## src/rtl/cordic_dds_pipe_gen_if.sv

```systemverilog
// cordic_dds_pipe_gen_if: control, table-write and output bundle
// for the pipelined CORDIC DDS.
interface cordic_dds_pipe_gen_if #(
  parameter int PHASE_W = 16,
  parameter int AMP_W   = 16,
  parameter int STAGES  = 12
);
  localparam int TW = $clog2(STAGES);

  logic                      cen;
  logic [PHASE_W-1:0]        fcw;
  logic [PHASE_W-1:0]        phase_off;
  logic                      upd;
  logic                      acc_clr;
  logic                      tbl_we;
  logic [TW-1:0]             tbl_addr;
  logic [PHASE_W-1:0]        tbl_data;
  logic signed [AMP_W-1:0]   sin_out;
  logic signed [AMP_W-1:0]   cos_out;
  logic                      valid;

  modport master (
    output cen, fcw, phase_off, upd, acc_clr,
    output tbl_we, tbl_addr, tbl_data,
    input  sin_out, cos_out, valid
  );

  modport slave (
    input  cen, fcw, phase_off, upd, acc_clr,
    input  tbl_we, tbl_addr, tbl_data,
    output sin_out, cos_out, valid
  );
endinterface

```

## src/rtl/cordic_dds_pipe_gen.sv

```systemverilog
// cordic_dds_pipe_gen: phase accumulator, quadrant fold, STAGES-deep
// CORDIC rotation pipe and quadrant restore with output saturation.
module cordic_dds_pipe_gen #(
  parameter int PHASE_W = 16,
  parameter int AMP_W   = 16,
  parameter int STAGES  = 12,
  parameter int X0      = 19895
) (
  input logic                  clk,
  input logic                  reset,
  cordic_dds_pipe_gen_if.slave bus
);
  localparam int XW = AMP_W + 2;
  localparam int OW = AMP_W + 3;
  localparam int CW = $clog2(STAGES + 3);
  localparam logic [CW-1:0] CMAX = CW'(STAGES + 2);
  localparam logic signed [XW-1:0] X0_S = XW'(X0);
  localparam logic signed [OW-1:0] SMAX =
    OW'((2 ** (AMP_W - 1)) - 1);

  // Elaboration-time atan(2^-i) in phase units, packed by index.
  function automatic logic [STAGES*PHASE_W-1:0] atan_tbl();
    logic [STAGES*PHASE_W-1:0] r;
    real x, t, s, turn;
    r = '0;
    turn = 1.0;
    for (int k = 0; k < PHASE_W; k++) turn = turn * 2.0;
    for (int i = 0; i < STAGES; i++) begin
      x = 1.0;
      for (int k = 0; k < i; k++) x = x / 2.0;
      s = 0.0;
      t = x;
      for (int k = 0; k < 60; k++) begin
        if (k % 2 == 0) s = s + t / real'(2 * k + 1);
        else            s = s - t / real'(2 * k + 1);
        t = t * x * x;
      end
      if (i == 0) s = 0.7853981633974483;
      r[i*PHASE_W +: PHASE_W] =
        PHASE_W'($rtoi(s / 6.283185307179586 * turn + 0.5));
    end
    return r;
  endfunction

  localparam logic [STAGES*PHASE_W-1:0] ATAN0 = atan_tbl();

  function automatic logic signed [AMP_W-1:0] sat(
    input logic signed [OW-1:0] v
  );
    if (v > SMAX)  return AMP_W'(SMAX);
    if (v < -SMAX) return AMP_W'(-SMAX);
    return AMP_W'(v);
  endfunction

  logic [PHASE_W-1:0]        acc_q, acc_d;
  logic [PHASE_W-1:0]        fcw_q, off_q;
  logic [PHASE_W-1:0]        tbl_q [STAGES];
  logic signed [XW-1:0]      x_q [STAGES+1];
  logic signed [XW-1:0]      x_d [STAGES+1];
  logic signed [XW-1:0]      y_q [STAGES+1];
  logic signed [XW-1:0]      y_d [STAGES+1];
  logic signed [PHASE_W-1:0] z_q [STAGES+1];
  logic signed [PHASE_W-1:0] z_d [STAGES+1];
  logic [1:0]                q_q [STAGES+1];
  logic [1:0]                q_d [STAGES+1];
  logic signed [AMP_W-1:0]   cos_q, cos_d;
  logic signed [AMP_W-1:0]   sin_q, sin_d;
  logic [CW-1:0]             cnt_q, cnt_d;
  logic [PHASE_W-1:0]        ph;
  logic                      tbl_wr;
  logic signed [OW-1:0]      xe, ye, c_w, s_w;

  assign ph     = acc_q + off_q;
  assign tbl_wr = bus.tbl_we &&
                  (int'(bus.tbl_addr) < STAGES);

  always_comb begin
    acc_d = acc_q;
    if (bus.upd && bus.acc_clr) acc_d = '0;
    else if (bus.cen)           acc_d = acc_q + fcw_q;
    cnt_d = cnt_q;
    if (tbl_wr)                          cnt_d = '0;
    else if (bus.cen && cnt_q != CMAX)   cnt_d = cnt_q + 1'b1;
  end

  // Fold to [0, 90deg) and run the rotation recurrences.
  always_comb begin
    x_d[0] = X0_S;
    y_d[0] = '0;
    z_d[0] = {2'b00, ph[PHASE_W-3:0]};
    q_d[0] = ph[PHASE_W-1 -: 2];
    for (int i = 0; i < STAGES; i++) begin
      if (!z_q[i][PHASE_W-1]) begin
        x_d[i+1] = x_q[i] - (y_q[i] >>> i);
        y_d[i+1] = y_q[i] + (x_q[i] >>> i);
        z_d[i+1] = z_q[i] - $signed(tbl_q[i]);
      end else begin
        x_d[i+1] = x_q[i] + (y_q[i] >>> i);
        y_d[i+1] = y_q[i] - (x_q[i] >>> i);
        z_d[i+1] = z_q[i] + $signed(tbl_q[i]);
      end
      q_d[i+1] = q_q[i];
    end
  end

  always_comb begin
    xe = OW'(x_q[STAGES]);
    ye = OW'(y_q[STAGES]);
    c_w = xe;
    s_w = ye;
    unique case (q_q[STAGES])
      2'd0: begin c_w = xe;  s_w = ye;  end
      2'd1: begin c_w = -ye; s_w = xe;  end
      2'd2: begin c_w = -xe; s_w = -ye; end
      2'd3: begin c_w = ye;  s_w = -xe; end
    endcase
    cos_d = sat(c_w);
    sin_d = sat(s_w);
  end

  always_ff @(posedge clk) begin
    if (reset) begin
      acc_q <= '0;
      fcw_q <= '0;
      off_q <= '0;
      cos_q <= '0;
      sin_q <= '0;
      cnt_q <= '0;
      for (int i = 0; i < STAGES; i++)
        tbl_q[i] <= ATAN0[i*PHASE_W +: PHASE_W];
      for (int i = 0; i <= STAGES; i++) begin
        x_q[i] <= '0;
        y_q[i] <= '0;
        z_q[i] <= '0;
        q_q[i] <= '0;
      end
    end else begin
      acc_q <= acc_d;
      cnt_q <= cnt_d;
      if (bus.upd) begin
        fcw_q <= bus.fcw;
        off_q <= bus.phase_off;
      end
      if (tbl_wr) tbl_q[bus.tbl_addr] <= bus.tbl_data;
      if (bus.cen) begin
        for (int i = 0; i <= STAGES; i++) begin
          x_q[i] <= x_d[i];
          y_q[i] <= y_d[i];
          z_q[i] <= z_d[i];
          q_q[i] <= q_d[i];
        end
        cos_q <= cos_d;
        sin_q <= sin_d;
      end
    end
  end

  assign bus.cos_out = cos_q;
  assign bus.sin_out = sin_q;
  assign bus.valid   = (cnt_q == CMAX);
endmodule

```

## src/flat_wrapper.sv

```systemverilog
// flat-port wrapper written by rule: the top's interface ports become plain ports
module cordic_dds_pipe_gen_flat 
#(
  parameter int PHASE_W = 16,
  parameter int AMP_W   = 16,
  parameter int STAGES  = 12,
  parameter int X0      = 19895
)
  (clk, reset, bus_cen, bus_fcw, bus_phase_off, bus_upd, bus_acc_clr, bus_tbl_we, bus_tbl_addr, bus_tbl_data, bus_sin_out, bus_cos_out, bus_valid);
  cordic_dds_pipe_gen_if #(.PHASE_W(PHASE_W), .AMP_W(AMP_W), .STAGES(STAGES)) bus_i ();
  input logic clk;
  input logic reset;
  input wire logic [$bits(bus_i.cen)-1:0] bus_cen;
  input wire logic [$bits(bus_i.fcw)-1:0] bus_fcw;
  input wire logic [$bits(bus_i.phase_off)-1:0] bus_phase_off;
  input wire logic [$bits(bus_i.upd)-1:0] bus_upd;
  input wire logic [$bits(bus_i.acc_clr)-1:0] bus_acc_clr;
  input wire logic [$bits(bus_i.tbl_we)-1:0] bus_tbl_we;
  input wire logic [$bits(bus_i.tbl_addr)-1:0] bus_tbl_addr;
  input wire logic [$bits(bus_i.tbl_data)-1:0] bus_tbl_data;
  output wire logic [$bits(bus_i.sin_out)-1:0] bus_sin_out;
  output wire logic [$bits(bus_i.cos_out)-1:0] bus_cos_out;
  output wire logic [$bits(bus_i.valid)-1:0] bus_valid;
  assign bus_i.cen = bus_cen;
  assign bus_i.fcw = bus_fcw;
  assign bus_i.phase_off = bus_phase_off;
  assign bus_i.upd = bus_upd;
  assign bus_i.acc_clr = bus_acc_clr;
  assign bus_i.tbl_we = bus_tbl_we;
  assign bus_i.tbl_addr = bus_tbl_addr;
  assign bus_i.tbl_data = bus_tbl_data;
  assign bus_sin_out = bus_i.sin_out;
  assign bus_cos_out = bus_i.cos_out;
  assign bus_valid = bus_i.valid;
  cordic_dds_pipe_gen #(.PHASE_W(PHASE_W), .AMP_W(AMP_W), .STAGES(STAGES), .X0(X0)) u_core (.clk(clk), .reset(reset), .bus(bus_i));
endmodule
```

## config.mk

```make
export PLATFORM = sky130hd
export DESIGN_NAME = cordic_dds_pipe_gen_flat
export DESIGN_NICKNAME = d
export VERILOG_FILES = /design/src/rtl/cordic_dds_pipe_gen_if.sv /design/src/rtl/cordic_dds_pipe_gen.sv /design/src/flat_wrapper.sv
export SDC_FILE = /design/constraint.sdc
export NUM_CORES = 2
export LEC_CHECK = 0
export ABC_AREA = 1
export CELL_PAD_IN_SITES_DETAIL_PLACEMENT = 1
export CELL_PAD_IN_SITES_GLOBAL_PLACEMENT = 2
export CORE_MARGIN = 3
export CORE_UTILIZATION = 40
export CTS_CLUSTER_SIZE = 40
export DETAILED_ROUTE_END_ITERATION = 10
export GPL_ROUTABILITY_DRIVEN = 0
export PLACE_DENSITY = 0.8
export SYNTH_ARGS = -nofsm -noshare
export SYNTH_HDL_FRONTEND = slang
export SYNTH_SLANG_ARGS = --single-unit
```

## constraint.sdc

```tcl
create_clock -name clk -period 38.8 [get_ports clk]
set_input_delay 3.88 -clock clk [delete_from_list [all_inputs] [get_ports clk]]
set_output_delay 3.88 -clock clk [all_outputs]
set_load 0.005 [all_outputs]
```

-- After elaboration in Yosys (flattened, before gate mapping)
Memories as Yosys holds them, arrays and structs flattened.
Cells that the tools add are included.
- flip-flop bits (word level): 84
- RAM bits: 894
- input bits: 58
- output and inout bits: 33
- logic and storage cells: 271
- memories: 5
- memory list (memory ; depth ; width ; read ports ; clocked after Yosys merged registers in ; write ports ; RTL line ; source):
    u_core.x_q ; 13 ; 18 ; 13 ; 0 ; 13 ; cordic_dds_pipe_gen.sv:58 ; logic signed [XW-1:0] x_q [STAGES+1];
    u_core.y_q ; 13 ; 18 ; 13 ; 0 ; 13 ; cordic_dds_pipe_gen.sv:60 ; logic signed [XW-1:0] y_q [STAGES+1];
    u_core.z_q ; 13 ; 16 ; 12 ; 0 ; 13 ; cordic_dds_pipe_gen.sv:62 ; logic signed [PHASE_W-1:0] z_q [STAGES+1];
    u_core.tbl_q ; 12 ; 16 ; 12 ; 0 ; 12 ; cordic_dds_pipe_gen.sv:57 ; logic [PHASE_W-1:0] tbl_q [STAGES];
    u_core.q_q ; 13 ; 2 ; 13 ; 0 ; 13 ; cordic_dds_pipe_gen.sv:64 ; logic [1:0] q_q [STAGES+1];
- add/sub/neg operators: 76
- $lt $le $gt $ge: 5
- equal/unequal tests: 5
- multiplexer cells: 115
- bitwise operators: 52
- reductions and logical operators: 7
- operators by type and width (cell ; count):
    18-bit 2-to-1 mux ; 50
    16-bit 2-to-1 mux ; 34
    16-bit adder ; 14
    16-bit subtractor ; 12
    19-bit one-hot mux with 4 select lines ; 2
    1-bit OR ; 52
    19-bit by 16-bit > comparator with 1-bit output (second input constant) ; 2
    19-bit by 16-bit < comparator with 1-bit output (second input constant) ; 2
    18-bit negation with 19-bit output ; 2
    18-bit by 10-bit adder with 18-bit output ; 2
    18-bit by 11-bit adder with 18-bit output ; 2
    18-bit by 12-bit adder with 18-bit output ; 2
    18-bit by 13-bit adder with 18-bit output ; 2
    18-bit by 14-bit adder with 18-bit output ; 2
    18-bit by 15-bit adder with 18-bit output ; 2
    18-bit by 16-bit adder with 18-bit output ; 2
    18-bit by 17-bit adder with 18-bit output ; 2
    18-bit by 7-bit adder with 18-bit output ; 2
    18-bit by 8-bit adder with 18-bit output ; 2
    18-bit by 9-bit adder with 18-bit output ; 2
    18-bit by 10-bit subtractor with 18-bit output ; 2
    18-bit by 11-bit subtractor with 18-bit output ; 2
    18-bit by 12-bit subtractor with 18-bit output ; 2
    18-bit by 13-bit subtractor with 18-bit output ; 2
    22 further kinds ; 60

-- Depth between registers and ports, before layout
An unclocked memory read counts as a cell.
- depth after elaboration: 8
- mapped depth: 21

-- Worst setup path before layout
No wires, ideal clock.
- path type: input to register
- start: input port reset
- end: memory u_core.q_q[0][0], enable pin
- setup time: 0.941 ns
- arrival: 15.972 ns
- setup slack: 21.887 ns
- cell stages on the path: 4
- path buffers: 2
- cells stage by stage: clkbuf_1 -> nor2_1 -> clkbuf_1 -> inv_1
- RTL lines (item ; RTL line ; source):
    start, declared ; flat_wrapper.sv:12 ; input logic reset;
    end, declared ; cordic_dds_pipe_gen.sv:64 ;

==> impl_metrics.tcl <==
set metrics [dict create \
    status "complete, no violations" \
    clockBufferDepth 3 \
    root_buffer "clkbuf_16" \
    hp-class "flop to flop" \
    pin_count 91 \
    synth_flop_cell "edfxtp_1" \
    synth-edff-count 775 \
    syn_area_per_cell_um2 7.98 \
    drv_slew 0 \
    synthArstFlopShare_pct 0 \
    synth.distinct_cells 59 \
    cts_tree "done" \
    cp_common_cell "buf_4" \
    crit_fanout 124 \
    tightest_slew_ns 1.21 \
    synth_cells 8108 \
    antenna_cells 0 \
    finalClockSkew_ns 0.0529 \
    cts-resized-gates 0 \
    syn_to_final_growth_pct 10.9 \
    port_buffers 90 \
    track_usage_pct 24.1 \
    rsz0062_at_grt "no" \
    final_hold_viol_count 0 \
    dr.first_iter.drc_count 2908 \
    core_area_um2 159000 \
    path_delay_family "buffers and inverters" \
    nFillCells 19352 \
    multi_input_area_um2 35200 \
    first_pass_iters 5 \
    start_kind "primary input" \
    wl_per_cell_um 19.6 \
    period_share_pct 21.3 \
    ir_drop_mv 0.0396 \
    first_global_vias 57844 \
    synth_top_family_by_area "simple AND/OR/NAND/NOR gates" \
    clock.fmax_mhz 121 \
    dp.cells 10206 \
    report.power.total_mw 4.96 \
    worst-path-buf-inv 7 \
    path_cells "clkdlybuf4s50_1, buf_4, nor2_4, buf_4, inv_8, buf_4, buf_4, buf_4" \
    drtAntennaViolNets 0 \
    die_h_um 408 \
    grt_antenna_before_repair 1 \
    cp_data_arrival_time_ns 8.60 \
    synth_compound_area_share_pct 18.1 \
    synth_area_um2 64700 \
    period_needed_ns 8.26 \
    place_area_um2 67900 \
    grt_max_degree 125 \
    yosys_warnings 0 \
    instances_no_fill 10408 \
    crit_type "primary input to flop" \
    critPathMaxStageDelay_ns 0.97 \
    clkTransAtPathRegs_ns 0.06 \
    crit_slowest_cell "buf_4" \
    final_net_count 8854 \
    leakage_nw 32.3 \
    grt_overflow_total 0 \
    hold_buffers 0 \
    drive_above_1_share_pct 3.56 \
    clkSinkCount 860 \
    setup_tns_ns 0 \
    slew_headroom_pct 18.7 \
    end_kind "flop" \
    via_per_inst 5.39 \
    ys_seq_elements 860 \
    synthMuxAreaShare_pct 0 \
    ys_seq_area_share_pct 38.6 \
    synthAdderAreaFrac_pct 12.5 \
    grt_pass1_wl_mm 323 \
    clkLatencyLatePin_ns 0.77 \
    cts_buffers 106 \
    htree_levels 3 \
    start_util_pct 40.6 \
    setup_viol 0 \
    postLayoutCellArea_um2 71700 \
    routed_wirelength_mm 204 \
    num_rows 146 \
    post_cts_buffers 0 \
    cp.required_ns 39.14 \
    final-seq-area_um2 25000 \
    route.detailed.drc 0 \
    vias 56082 \
    power_density_nw_per_um2 69.2 \
    synth-simple-area-share_pct 18.3 \
    maxCapViolCount 0 \
    synthXorXnorAreaFrac_pct 5.37 \
    die_x_um 408 \
    dieArea_um2 167000 \
    hpwl_mm 157 \
    syn-num-nets 8794 \
]
==> cell families (layout without fill, tap and decap cells) <==
kind of cell,Yosys count,in the layout
buffers and inverters,1199,1353
xor gates and xnor gates,397,397
and+or+nand+nor,2875,2875
DFF,860,860
AOI/OAI and AO/OA,2149,2149
adders and majority gates,628,628
==> flip-flops by register name (all words and copies together), names as in the netlist <==
| signal | cells |
|---|---|
| u_core.bus.sin_out | 16 |
| u_core.cnt_q | 4 |
| u_core.tbl_q | 176 |
| u_core.y_q | 199 |
| u_core.bus.cos_out | 16 |
| u_core.z_q | 175 |
| u_core.off_q | 16 |
| u_core.q_q | 26 |
| u_core.x_q | 200 |
| u_core.acc_q | 16 |
| u_core.fcw_q | 16 |
==> where the power goes <==
part | switching, mW | leakage, nW | internal, mW | total [mW]
combinational | 1.59 | 21.5 | 0.834 | 2.43
clock | 0.447 | 1.87 | 0.648 | 1.10
sequential | 0.201 | 8.97 | 1.24 | 1.44
total | 2.24 | 32.3 | 2.72 | 4.96
==> placed cells by master (no fill, tap or decap), drive strengths merged, types with 49 or more instances in the layout <==
| master | synthesis | layout |
|---|---|---|
| nand2 | 1285 | 1285 |
| a21oi | 1031 | 1031 |
| inv | 1016 | 1027 |
| nor2 | 976 | 976 |
| edfxtp | 775 | 775 |
| o21ai | 718 | 718 |
| ha | 596 | 596 |
| nand3 | 341 | 341 |
| xor2 | 256 | 256 |
| nor3 | 167 | 167 |
| xnor2 | 141 | 141 |
| clkbuf | 143 | 119 |
| clkdlybuf4s50 | 0 | 89 |
| a21boi | 86 | 86 |
| dfxtp | 85 | 85 |
| o21a | 82 | 82 |
| o31ai | 76 | 76 |
| nand4 | 60 | 60 |
| clkinv | 7 | 50 |
| a31oi | 49 | 49 |
==> tightest hold or removal path, stage by stage (launching register included) <==
cell,delay (ns)
dfxtp_1,0.31
nand2_1,0.06
nand2_1,0.04
==> per-layer routing <==
layer	global-route usage [%]	routed length, um
met1	32.3	95900
met2	41.5	96700
met3	2.38	5850
met4	6.05	5180
met5	0	0
==> through the flow <==
| stage | util, % | hold slack, ns | worst slack [ns] |
|---|---|---|---|
| CTS | 45.0 | 0.456 | 30.44 |
| detailed placement | 42.6 | 0.444 | 29.65 |
| global placement | 42.6 | 0.444 | 29.77 |
| finish | 45.0 | 0.450 | 30.54 |
| global route | 45.0 | 0.479 | 30.20 |
| floorplan | - | 0.448 | 21.89 |
==> synthesized netlist by cell type, types with 7 or more instances <==
library cell  instances  share of area [%]
nand2_1            1276                7.4
a21oi_1            1031                8.0
inv_1              1008                5.8
nor2_1              961                5.6
edfxtp_1            775                 36
o21ai_0             660                5.1
ha_1                596                 12
nand3_1             338                2.6
xor2_1              256                3.5
nor3_1              162                1.3
clkbuf_1            143               0.83
xnor2_1             141                1.9
dfxtp_1              85                2.6
a21boi_0             83               0.96
o21a_1               82               0.95
o31ai_1              75               0.87
nand4_1              60               0.58
o21ai_1              55               0.43
a31oi_1              49               0.47
fa_1                 32               0.99
o211ai_1             25               0.29
a21o_1               19               0.22
o21bai_1             19               0.22
nand3b_1             18               0.21
or2_2                16               0.15
buf_1                15              0.087
a211oi_1             13               0.15
nor2_2               11               0.11
buf_2                 9              0.070
inv_2                 8              0.046
clkinv_1              7              0.041
nand2_2               7              0.068
nor4_1                7              0.068
==> cell type report <==
cell class	instances	share of cell area [%]
multi-input cells	6049	49.1
clock inverters	83	1.51
clock buffers	119	3.86
repair buffers	128	1.65
inverters	1023	5.37
well taps	2146	3.74
flip-flops and latches	860	34.8
==> path summary, 6_finish.rpt <==
| path | startpoint | endpoint | slack, ns | cells past startpoint |
|---|---|---|---|---|
| max reg2reg | u_core.y_q[0][152] | u_core.x_q[2][33] | 34.48 | 20 |
| min reg2reg | u_core.bus.sin_out[6] | u_core.bus.sin_out[6] | 0.45 | 2 |
| min | u_core.bus.sin_out[6] | u_core.bus.sin_out[6] | 0.45 | 2 |
| max | bus_cen | u_core.z_q[3][18] | 30.54 | 8 |
(Power assumes the default switching activity.)
